### config.mk
export PLATFORM = sky130hd
export DESIGN_NAME = uart_pkt_rx
export DESIGN_NICKNAME = d
export VERILOG_FILES = /design/src/rtl/uart_pkt_rx.sv
export SDC_FILE = /design/constraint.sdc
export NUM_CORES = 1
export LEC_CHECK = 0
export CAP_MARGIN = 20
export CORE_UTILIZATION = 50
export DETAILED_ROUTE_END_ITERATION = 8
export PLACE_DENSITY = 0.79
export RECOVER_POWER = 25
export REMOVE_ABC_BUFFERS = 1
export SYNTH_ARGS = -nofsm -noshare
export SYNTH_HDL_FRONTEND = slang
export SYNTH_SLANG_ARGS = --single-unit
### constraint.sdc
create_clock -name clk_in -period 2.4 [get_ports clk_in]
set_clock_uncertainty 0.1 [all_clocks]
set_input_delay 0.36 -clock clk_in [delete_from_list [all_inputs] [get_ports clk_in]]
set_output_delay 0.36 -clock clk_in [all_outputs]
set_load 0.01 [all_outputs]
### src/rtl/uart_pkt_rx.sv
// Oversampled UART packet receiver. A packet is one start bit, PKT_BITS data bits
// (LSB first) and one stop bit. Reception is only armed after a full idle period.
//   state     | meaning
//   IDLE_WAIT | counting line-high clocks until the idle period is met
//   ARMED     | idle met; waiting for a start-bit falling edge
//   START     | validating the start bit
//   READING   | shifting in data bits
//   STOP      | sampling the stop bit and delivering the packet
module uart_pkt_rx #(
  parameter int unsigned CLK_HZ       = 65_000_000,
  parameter int unsigned BAUD_RATE    = 9600,
  parameter int unsigned SAMP_PER_BIT = 16,
  parameter int unsigned PKT_BITS     = 162,
  parameter int unsigned IDLE_NS      = 20_000_000
) (
  input  logic                clk_in,
  input  logic                rst_in,
  input  logic                sig_in,
  input  logic                ack_in,
  output logic [PKT_BITS-1:0] data_out,
  output logic                valid_out,
  output logic                err_out,
  output logic                ovf_out,
  output logic                busy_out
);

  localparam int unsigned CPS      = CLK_HZ / (SAMP_PER_BIT * BAUD_RATE);
  localparam int unsigned BIT_CLKS = SAMP_PER_BIT * CPS;
  localparam longint unsigned IDLE_CLKS =
    (64'(IDLE_NS) * 64'(CLK_HZ)) / 64'd1_000_000_000;

  localparam int IDLE_W = (IDLE_CLKS > 1) ? $clog2(IDLE_CLKS) : 1;
  localparam int BC_W   = $clog2(BIT_CLKS);
  localparam int IDX_W  = (PKT_BITS > 1) ? $clog2(PKT_BITS) : 1;

  localparam logic [IDLE_W-1:0] IDLE_LAST = IDLE_W'(IDLE_CLKS - 1);
  localparam logic [BC_W-1:0]   BIT_LAST  = BC_W'(BIT_CLKS - 1);
  localparam logic [BC_W-1:0]   SAMP_1    = BC_W'(BIT_CLKS / 2 - CPS);
  localparam logic [BC_W-1:0]   SAMP_2    = BC_W'(BIT_CLKS / 2);
  localparam logic [BC_W-1:0]   SAMP_3    = BC_W'(BIT_CLKS / 2 + CPS);
  localparam logic [IDX_W-1:0]  IDX_LAST  = IDX_W'(PKT_BITS - 1);

  typedef enum logic [2:0] {
    IDLE_WAIT = 3'd0,
    ARMED     = 3'd1,
    START     = 3'd2,
    READING   = 3'd3,
    STOP      = 3'd4
  } state_t;

  state_t              state_q,    state_d;
  logic                sync1_q,    sync1_d;
  logic                sync2_q,    sync2_d;
  logic                prev_q,     prev_d;
  logic [IDLE_W-1:0]   idle_cnt_q, idle_cnt_d;
  logic [BC_W-1:0]     bit_cnt_q,  bit_cnt_d;
  logic [IDX_W-1:0]    bit_idx_q,  bit_idx_d;
  logic [1:0]          samp_q,     samp_d;
  logic [PKT_BITS-1:0] shift_q,    shift_d;
  logic [PKT_BITS-1:0] data_q,     data_d;
  logic                valid_q,    valid_d;
  logic                err_q,      err_d;
  logic                ovf_q,      ovf_d;

  logic            sync;
  logic            fall;
  logic            maj;
  logic            pkt_done;
  logic [BC_W-1:0] bit_cnt_adv;

  always_comb begin
    state_d    = state_q;
    sync1_d    = sig_in;
    sync2_d    = sync1_q;
    prev_d     = sync2_q;
    idle_cnt_d = idle_cnt_q;
    bit_cnt_d  = bit_cnt_q;
    bit_idx_d  = bit_idx_q;
    samp_d     = samp_q;
    shift_d    = shift_q;
    data_d     = data_q;
    valid_d    = valid_q;
    err_d      = err_q;
    ovf_d      = ovf_q;
    pkt_done   = 1'b0;

    sync        = sync2_q;
    fall        = prev_q & ~sync;
    maj         = (samp_q[0] & samp_q[1]) | (samp_q[0] & sync) | (samp_q[1] & sync);
    bit_cnt_adv = (bit_cnt_q == BIT_LAST) ? '0 : bit_cnt_q + 1'b1;

    if (bit_cnt_q == SAMP_1) samp_d[0] = sync;
    if (bit_cnt_q == SAMP_2) samp_d[1] = sync;

    case (state_q)
      IDLE_WAIT: begin
        bit_cnt_d = '0;
        if (!sync) begin
          idle_cnt_d = '0;
        end else if (idle_cnt_q == IDLE_LAST) begin
          idle_cnt_d = '0;
          state_d    = ARMED;
        end else begin
          idle_cnt_d = idle_cnt_q + 1'b1;
        end
      end
      ARMED: begin
        idle_cnt_d = '0;
        bit_cnt_d  = '0;
        bit_idx_d  = '0;
        if (fall) state_d = START;
      end
      START: begin
        bit_cnt_d = bit_cnt_adv;
        if (bit_cnt_q == SAMP_3 && maj) begin
          bit_cnt_d = '0;
          state_d   = ARMED;
        end else if (bit_cnt_q == BIT_LAST) begin
          state_d = READING;
        end
      end
      READING: begin
        bit_cnt_d = bit_cnt_adv;
        if (bit_cnt_q == SAMP_3) begin
          // Right shift so the first-received bit ends up in bit 0.
          shift_d              = shift_q >> 1;
          shift_d[PKT_BITS-1] = maj;
        end
        if (bit_cnt_q == BIT_LAST) begin
          if (bit_idx_q == IDX_LAST) state_d = STOP;
          else                       bit_idx_d = bit_idx_q + 1'b1;
        end
      end
      STOP: begin
        bit_cnt_d = bit_cnt_adv;
        if (bit_cnt_q == SAMP_3) begin
          pkt_done   = 1'b1;
          bit_cnt_d  = '0;
          idle_cnt_d = '0;
          state_d    = IDLE_WAIT;
        end
      end
      default: begin
        idle_cnt_d = '0;
        bit_cnt_d  = '0;
        state_d    = IDLE_WAIT;
      end
    endcase

    // A completing packet takes priority over a same-cycle acknowledge.
    if (pkt_done) begin
      data_d  = shift_q;
      err_d   = ~maj;
      valid_d = 1'b1;
      if (valid_q && !ack_in) ovf_d = 1'b1;
    end else if (valid_q && ack_in) begin
      valid_d = 1'b0;
      err_d   = 1'b0;
    end
  end

  always_ff @(posedge clk_in) begin
    if (rst_in) begin
      state_q    <= IDLE_WAIT;
      sync1_q    <= 1'b0;
      sync2_q    <= 1'b0;
      prev_q     <= 1'b0;
      idle_cnt_q <= '0;
      bit_cnt_q  <= '0;
      bit_idx_q  <= '0;
      samp_q     <= '0;
      shift_q    <= '0;
      data_q     <= '0;
      valid_q    <= 1'b0;
      err_q      <= 1'b0;
      ovf_q      <= 1'b0;
    end else begin
      state_q    <= state_d;
      sync1_q    <= sync1_d;
      sync2_q    <= sync2_d;
      prev_q     <= prev_d;
      idle_cnt_q <= idle_cnt_d;
      bit_cnt_q  <= bit_cnt_d;
      bit_idx_q  <= bit_idx_d;
      samp_q     <= samp_d;
      shift_q    <= shift_d;
      data_q     <= data_d;
      valid_q    <= valid_d;
      err_q      <= err_d;
      ovf_q      <= ovf_d;
    end
  end

  assign data_out  = data_q;
  assign valid_out = valid_q;
  assign err_out   = err_q;
  assign ovf_out   = ovf_q;
  assign busy_out  = (state_q == START) || (state_q == READING) || (state_q == STOP);

endmodule

After elaboration in Yosys (flattened, before gate mapping)
Cells that the tools add are included.
{ "classes": {"bitwise": 9, "n_reduce_logical": 15, "n_addsub": 3, "eq_ne": 18, "muxes": 25} }
{ "op_table": {"columns": ["operator", "n"], "rows": [
  ["$mux 21", 3],
  ["$pmux 21 s3", 1],
  ["$eq 13x12->1 const B", 3],
  ["$mux 13", 3],
  ["$pmux 13 s3", 1],
  ["$mux 3", 8],
  ["$add 21x1->21 const B", 1],
  ["$eq 21x21->1 const B", 1],
  ["$mux 8", 2],
  ["$pmux 8 s2", 1],
  ["$pmux 3 s5", 1],
  ["$ne 2x2->1 const B", 7],
  ["$add 13x1->13 const B", 1],
  ["$eq 13x13->1 const B", 1],
  ["$add 8x1->8 const B", 1],
  ["$eq 8x8->1 const B", 1],
  ["$reduce_and 7->1", 1],
  ["$eq 3x2->1 const B", 2],
  ["$reduce_and 2->1", 3],
  ["$mux 1", 5],
  ["$and 1x1->1", 4],
  ["$reduce_bool 2->1", 2],
  ["$eq 3x1->1 const B", 1],
  ["$eq 3x3->1 const B", 1],
  ["other kinds (9)", 15]
]} }
{ "totals": {"output_inout_bits": 166, "input_bits": 4, "reg_bits": 377} }

Logic depth before layout (Yosys ltp)
Gate-level depths: netlist of run 1.
{ "logic_depth": {"ltp_word": 6, "depth_mapped": 9, "depth_no_buf": 7} }

Worst setup path before layout of run 1
No wires, ideal clock.
{ "synth_path": {"path_type": "reg-to-reg", "startpoint": "register bit_cnt_q[0]", "endpoint": "register idle_cnt_q[11]", "required_ns": 2.230, "setup_time_ns": 0.070, "arrival_time_ns": 2.259, "path_slack_ns": -0.029, "path_stages_with_launch": 8, "n_path_buf": 1, "path_cell_list": "dfxtp_1 > ha_1 > nand3_2 > or4_1 > buf_2 > a211o_1 > or4_1 > a21oi_1"} }
{ "synth_between": {"elab_chain_cells": 3} }
{ "synth_lines": {"columns": ["item", "line", "rtl"], "rows": [
  ["start, declared", "56", "logic [BC_W-1:0] bit_cnt_q, bit_cnt_d;"],
  ["start signal, assigned", "183", "bit_cnt_q <= bit_cnt_d;"],
  ["$eq 13x12->1", "136", "if (bit_cnt_q == SAMP_3) begin"],
  ["$ne 2x2->1 (no line)", null, null],
  ["$reduce_and 2->1 (no line)", null, null],
  ["end signal, assigned", "182", "idle_cnt_q <= idle_cnt_d;"],
  ["end, declared", "55", "logic [IDLE_W-1:0] idle_cnt_q, idle_cnt_d;"]
]} }
Every way passes these cells.
A chain may end at the register's enable or synchronous reset.

Final worst setup path of run 1
{ "layout_path": {"startpoint": "register bit_cnt_q[0]", "endpoint": "register data_q[72], in the netlist data_out[72]"} }
{ "layout_between": {"elab_chain_cells": 3} }
{ "layout_lines": {"columns": ["item", "line", "rtl"], "rows": [
  ["$eq 13x12->1", "136", null],
  ["$mux 1", "136", null],
  ["$mux 1", "95", "case (state_q)"],
  ["end signal, assigned", "187", "data_q <= data_d;"],
  ["end, declared", "60", "logic [PKT_BITS-1:0] data_q, data_d;"]
]} }
Every way passes these cells.

==> results of run 1 <==
==> flip-flops by register name, indices dropped and copies added, names as in the netlist <==
signal / count
bit_cnt_q: 13
bit_idx_q: 8
data_out: 162
err_out: 1
idle_cnt_q: 21
ovf_out: 1
prev_d: 1
prev_q: 1
samp_q: 2
shift_q: 162
state_q: 3
sync1_q: 1
valid_out: 1
==> path summary, 6_finish.rpt <==
kind                                  start                        end  slack (ps)  cells after the start
hold reg to reg   data_out[43]$_SDFFE_PP0P_  data_out[43]$_SDFFE_PP0P_         350                      2
setup reg to reg    bit_cnt_q[0]$_SDFF_PP0_  data_out[72]$_SDFFE_PP0P_          80                      9
hold / removal                       rst_in  data_out[12]$_SDFFE_PP0P_         170                      2
setup / recovery    bit_cnt_q[0]$_SDFF_PP0_  data_out[72]$_SDFFE_PP0P_          80                      9
==> routing by layer <==
layer | global-route usage (%) | vias up
met5 | 0 | -
met1 | 28.7 | 5609
met3 | 3.43 | 58
met2 | 36.2 | 327
li1 | - | 5989
met4 | 7.94 | 0
==> cell usage in the layout, fill, tap and decap left out, types with 7 or more instances in the layout <==
| cell type | instances |
|---|---|
| nand2_1 | 669 |
| dfxtp_1 | 373 |
| a21oi_1 | 341 |
| dlygate4sd3_1 | 128 |
| clkbuf_16 | 42 |
| clkdlybuf4s50_1 | 40 |
| nor2_1 | 38 |
| buf_4 | 36 |
| buf_12 | 21 |
| nand3_1 | 20 |
| xnor2_1 | 17 |
| inv_1 | 12 |
| nand4_1 | 10 |
| clkinv_2 | 9 |
| clkbuf_1 | 9 |
| and3_1 | 8 |
| or3_1 | 8 |
| o21ai_0 | 7 |
==> kinds of logic after synthesis <==
family	count (synthesis)	share of synthesized area, %
DFF	377	55.1
adders and majority gates	7	0.622
AOI/OAI and AO/OA	381	14.7
muxes	4	0.293
xor gates and xnor gates	23	1.47
and+or+nand+nor	804	23.9
buffers and inverters	134	3.86
==> metrics by stage <==
stage | instances | hold slack [ps] | area (µm²) | util [%] | setup slack (ps)
global route | 2245 | 176 | 17400 | 64.7 | -9.90
detailed placement | 2174 | 345 | 16000 | 59.7 | -48.5
floorplan | 1608 | 314 | 13200 | - | -2600
global placement | 2174 | 320 | 16000 | 59.7 | -2.32
CTS | 2237 | 159 | 17200 | 64.1 | 12.2
finish | 2245 | 169 | 17400 | 64.7 | 82.7
==> worst max-delay path, stage by stage (launching register included) <==
cell and delay [ps]:
dfxtp_2 360, ha_4 160, nand3_2 70, or4_4 580, buf_12 180, nor2_4 200
buf_12 190, buf_12 180, nand2_1 90, a21oi_1 140
==> where the power goes <==
part           internal, µW  switching (µW)  total, µW  leakage, µW
combinational          21.6            95.5        117      0.00243
clock                  3310            2310       5620     0.000590
sequential             6260            1.95       6260      0.00304
total                  9590            2410      12000      0.00606
==> repair_timing <==
item / in CTS / in global routing
resized for setup: 4 / 12
gates cloned: 0 / 3
setup buffers: 0 / 5
endpoints found under the hold margin: 0 / 0
pin swaps: 0 / 1
endpoints found under the setup margin: 10 / 214
==> area by class of cell <==
class,count,area (µm²),share of cell area (%)
multi-input combinational,1219,5680,32.7
inverter,12,45.0,0.259
clock buffer,50,1060,6.08
tap,341,427,2.45
timing repair buffer,233,2510,14.4
clock inverter,13,123,0.705
sequential,377,7550,43.4
==> qor.yml, run 1 <==
outcome:
  status: "complete, no violations"
grt:
  grt_pass1_wl_um: 51800
  grt_pass1_vias: 10800
  grt_util_all_layers_pct: 21.8
  grt_max_degree: 120
  grt_overflow_total: 0
  antenna_found_initial: 0
synthesis:
  async_reset_ff_share_pct: 0
  ys.flop_type: "dfxtp_1"
  syn_inst: 1730
  yosysSeqAreaShare_pct: 55.1
  yosys-top-cells-count: "670 x nand2_1, 377 x dfxtp_1, 342 x a21oi_1"
  synth.area.top_cells: "dfxtp_1 55%, nand2_1 18%, a21oi_1 13%, clkbuf_1 2.8%, xnor2_1 1.1%"
  syn_area_um2: 13700
  synth_top_cell_area_share_pct: 55.1
  ys_types: 49
  ys_ff_latch: 377
  synth.avg_cell_area_um2: 7.91
  synth_most_common_cell: "nand2_1"
  synthDominantAreaCellType: "dfxtp_1"
  synth_edf_count: 0
  synth_warnings: 0
drt:
  detail_route.wl_per_cell_um: 14.0
  drt-met1-wl_um: 14200
  wl_um: 31500
  vias: 12000
  drt_iter0_markers: 1129
  dr.pass1.iters: 5
  top_layer_used: "met4"
  drc: 0
  wl_met3_um: 1560
  wl_met2_um: 15000
  detail-route-antenna-nets: 0
  post_drt_via_cell_ratio: 5.34
run:
  cap_violations: 0
sta:
  tns_ps: 0
  hold_violations: 0
  tightest_slew_ps: 514
  finalCriticalPeriod_ps: 2320
  fmax_ghz: 0.432
  finalSetupViolations: 0
  relSlewSlack_pct: 65.7
  report.final.slew_viol_count: 0
  period_share_pct: 96.6
setup_path:
  cp.required_ps: 2730
  crit_arrival_ps: 2650
  path_class: "reg2reg"
  crit_fanout: 27
  crit_path_start_kind: "flip-flop"
  worst_setup_path_end_kind: "flip-flop"
power_and_ir_drop:
  powerDensity_nw_per_um2: 690
  p_leak_uw: 0.00606
  total_power_uw: 12000
  irDropWorstVdd_mv: 0.412
clock_network:
  cts-root-buf: "clkbuf_16"
  cts_tree: "done"
  clkLatencyLatePin_ps: 510
  clock_sinks: 377
  cts_hold_buf: 0
  cts_inserted_buffers: 39
  clkTransAtPathRegs_ps: 60
  cts_htree_levels: 2
  cts_max_path_buffers: 3
die:
  die_h_um: 167
  core-area_um2: 26900
  dieArea_um2: 28000
  ios: 170
  std_cell_rows: 60
  start_util_pct: 50.9
  die-width_um: 167
placement:
  portBuffers: 169
  hpwl_um: 19700
  place.gp.congestion: 0.821
final_layout:
  n_fill_cell: 2251
  n_antenna_cell: 0
  nets: 1892
  drive_gt1_share_pct: 7.41
  areaGrowthSynthToFinish_pct: 27.1
hold_path:
  hold_path.class: "in2reg"
Power figures use the tool's default switching activity.
==> inputs of run 2 (changes only) <==
Settings changed: CAP_MARGIN 20 to default.
==> results of run 2 <==
The final DEF is identical to that of run 1; final timing and power are the same.
==> inputs of run 3 (changes only) <==
--- a/constraint.sdc
+++ b/constraint.sdc
@@ -4,2 +4,2 @@
 set_output_delay 0.36 -clock clk_in [all_outputs]
-set_load 0.01 [all_outputs]
+set_load 0.005 [all_outputs]
==> run 3 against run 2 <==
Against the previous run:
- setup slack got worse by 6.0 ps
- die area unchanged
- maximum frequency decreased by 0.26%
- clock-buffer cell count unchanged
- largest cell class unchanged
- non-clock buffer count down 2
- largest power group unchanged
- global-route usage increased by 0.10 points
==> qor.yml, run 3 (same netlist as run 1, synthesis figures left out) <==
outcome:
  status: "complete, no violations"
drt:
  vias: 12000
  detail-route-antenna-nets: 0
  drt_iter0_markers: 1140
  post_drt_via_cell_ratio: 5.33
  dr.pass1.iters: 5
  drc: 0
  detail_route.wl_per_cell_um: 13.9
  wl_um: 31200
sta:
  tightest_slew_ps: 1230
  finalCriticalPeriod_ps: 2320
  finalSetupViolations: 0
  report.final.slew_viol_count: 0
  fmax_ghz: 0.430
  period_share_pct: 96.8
  rsz0062_at_grt: "false"
  hold_violations: 0
  relSlewSlack_pct: 18.2
setup_path:
  crit_path_start_kind: "flip-flop"
  worst_setup_path_end_kind: "output pin"
  path_class: "reg2out"
  crit_fanout: 9
  cp.required_ps: 1940
  crit_arrival_ps: 1860
grt:
  grt_pass1_wl_um: 51900
  grt_max_degree: 120
  grt_util_all_layers_pct: 21.9
  grt_overflow_total: 0
  antenna_found_initial: 0
  grt_pass1_vias: 10900
placement:
  portBuffers: 169
  dp.cells: 2174
  hpwl_um: 19700
  place.gp.congestion: 0.821
die:
  dieArea_um2: 28000
  ios: 170
  std_cell_rows: 60
  start_util_pct: 50.9
  core-area_um2: 26900
  die-width_um: 167
  die_h_um: 167
clock_network:
  cts_htree_levels: 2
  clkLatencyLatePin_ps: 510
  clock_sinks: 377
  cts-root-buf: "clkbuf_16"
  cts_inserted_buffers: 39
  cts_tree: "done"
  clkTransAtPathRegs_ps: 60
  cts_max_path_buffers: 3
run:
  cap_violations: 0
final_layout:
  n_antenna_cell: 0
  drive_gt1_share_pct: 7.31
  multi_input_area_um2: 5680
  n_fill_cell: 2256
  regArea_um2: 7550
  nets: 1890
  instances_no_fill: 2243
  layout_common_cells: "669 x nand2_1, 374 x dfxtp_1, 341 x a21oi_1"
  areaGrowthSynthToFinish_pct: 26.6
  final_common_cell: "nand2_1"
power_and_ir_drop:
  p_leak_uw: 0.00604
  irDropWorstVdd_mv: 0.411
  total_power_uw: 12000
  powerDensity_nw_per_um2: 692
hold_path:
  hold_path.class: "in2reg"
[run 3: cell count changes in the layout (fill, tap and decap cells not counted), sizes merged]
cell           change
bufbuf             +1
clkbuf             -3
clkdlybuf4s50      -1
dlygate4sd3        +1
[run 3: power by group]
part	leakage [µW]	internal, µW	total [µW]	switching, µW
clock network	0.000590	3310	5620	2310
logic	0.00241	19.4	114	94.5
registers	0.00304	6260	6260	1.92
[run 3: metrics by stage]
step	area, µm²	setup slack [ps]	TNS, ps	utilization [%]	hold slack [ps]
floorplan	13200	-2600	-847240	-	314
global placement	16000	-2.32	-2.32	59.7	320
detailed placement	16000	-48.5	-105	59.7	345
CTS	17300	-4.09	-4.09	64.2	159
global route	17300	19.3	0	64.5	169
finish	17300	76.7	0	64.5	158
[run 3: path summary, 6_finish.rpt]
check / start / endpoint / cells after the start / slack [ps]
hold reg to reg: data_out[48]$_SDFFE_PP0P_ / data_out[48]$_SDFFE_PP0P_ / 2 / 350
setup reg to reg: bit_cnt_q[0]$_SDFF_PP0_ / data_out[122]$_SDFFE_PP0P_ / 9 / 140
hold / removal: rst_in / data_out[13]$_SDFFE_PP0P_ / 2 / 160
setup / recovery: state_q[0]$_SDFFE_PP0P_ / busy_out / 3 / 80
[run 3: what timing repair did]
item,in CTS,in global routing
pin swaps,1,1
hold buffers,0,0
resized for setup,4,11
setup buffers,1,4
setup endpoints to repair,10,253
endpoints found under the hold margin,0,0
gates cloned,1,0
[run 3: per-layer routing]
layer  GRT usage, %  share of wire [%]
met5              0                  0
met2           36.4                 48
met3           3.43                5.1
met1           28.9                 45
met4           7.86                2.7
[run 3: final cells by class]
| type | count | share of cell area [%] |
|---|---|---|
| multi-input combinational | 1219 | 32.8 |
| tap | 341 | 2.46 |
| clock buffer | 50 | 6.10 |
| sequential | 377 | 43.6 |
| timing repair buffer | 231 | 14.1 |
| inverter | 12 | 0.260 |
| clock inverter | 13 | 0.708 |
[run 3: worst max-delay path, stage by stage (launching register included)]
cell and delay (ps):
dfxtp_1 490, nor3b_2 90, or2_2 330, clkdlybuf4s50_1 460
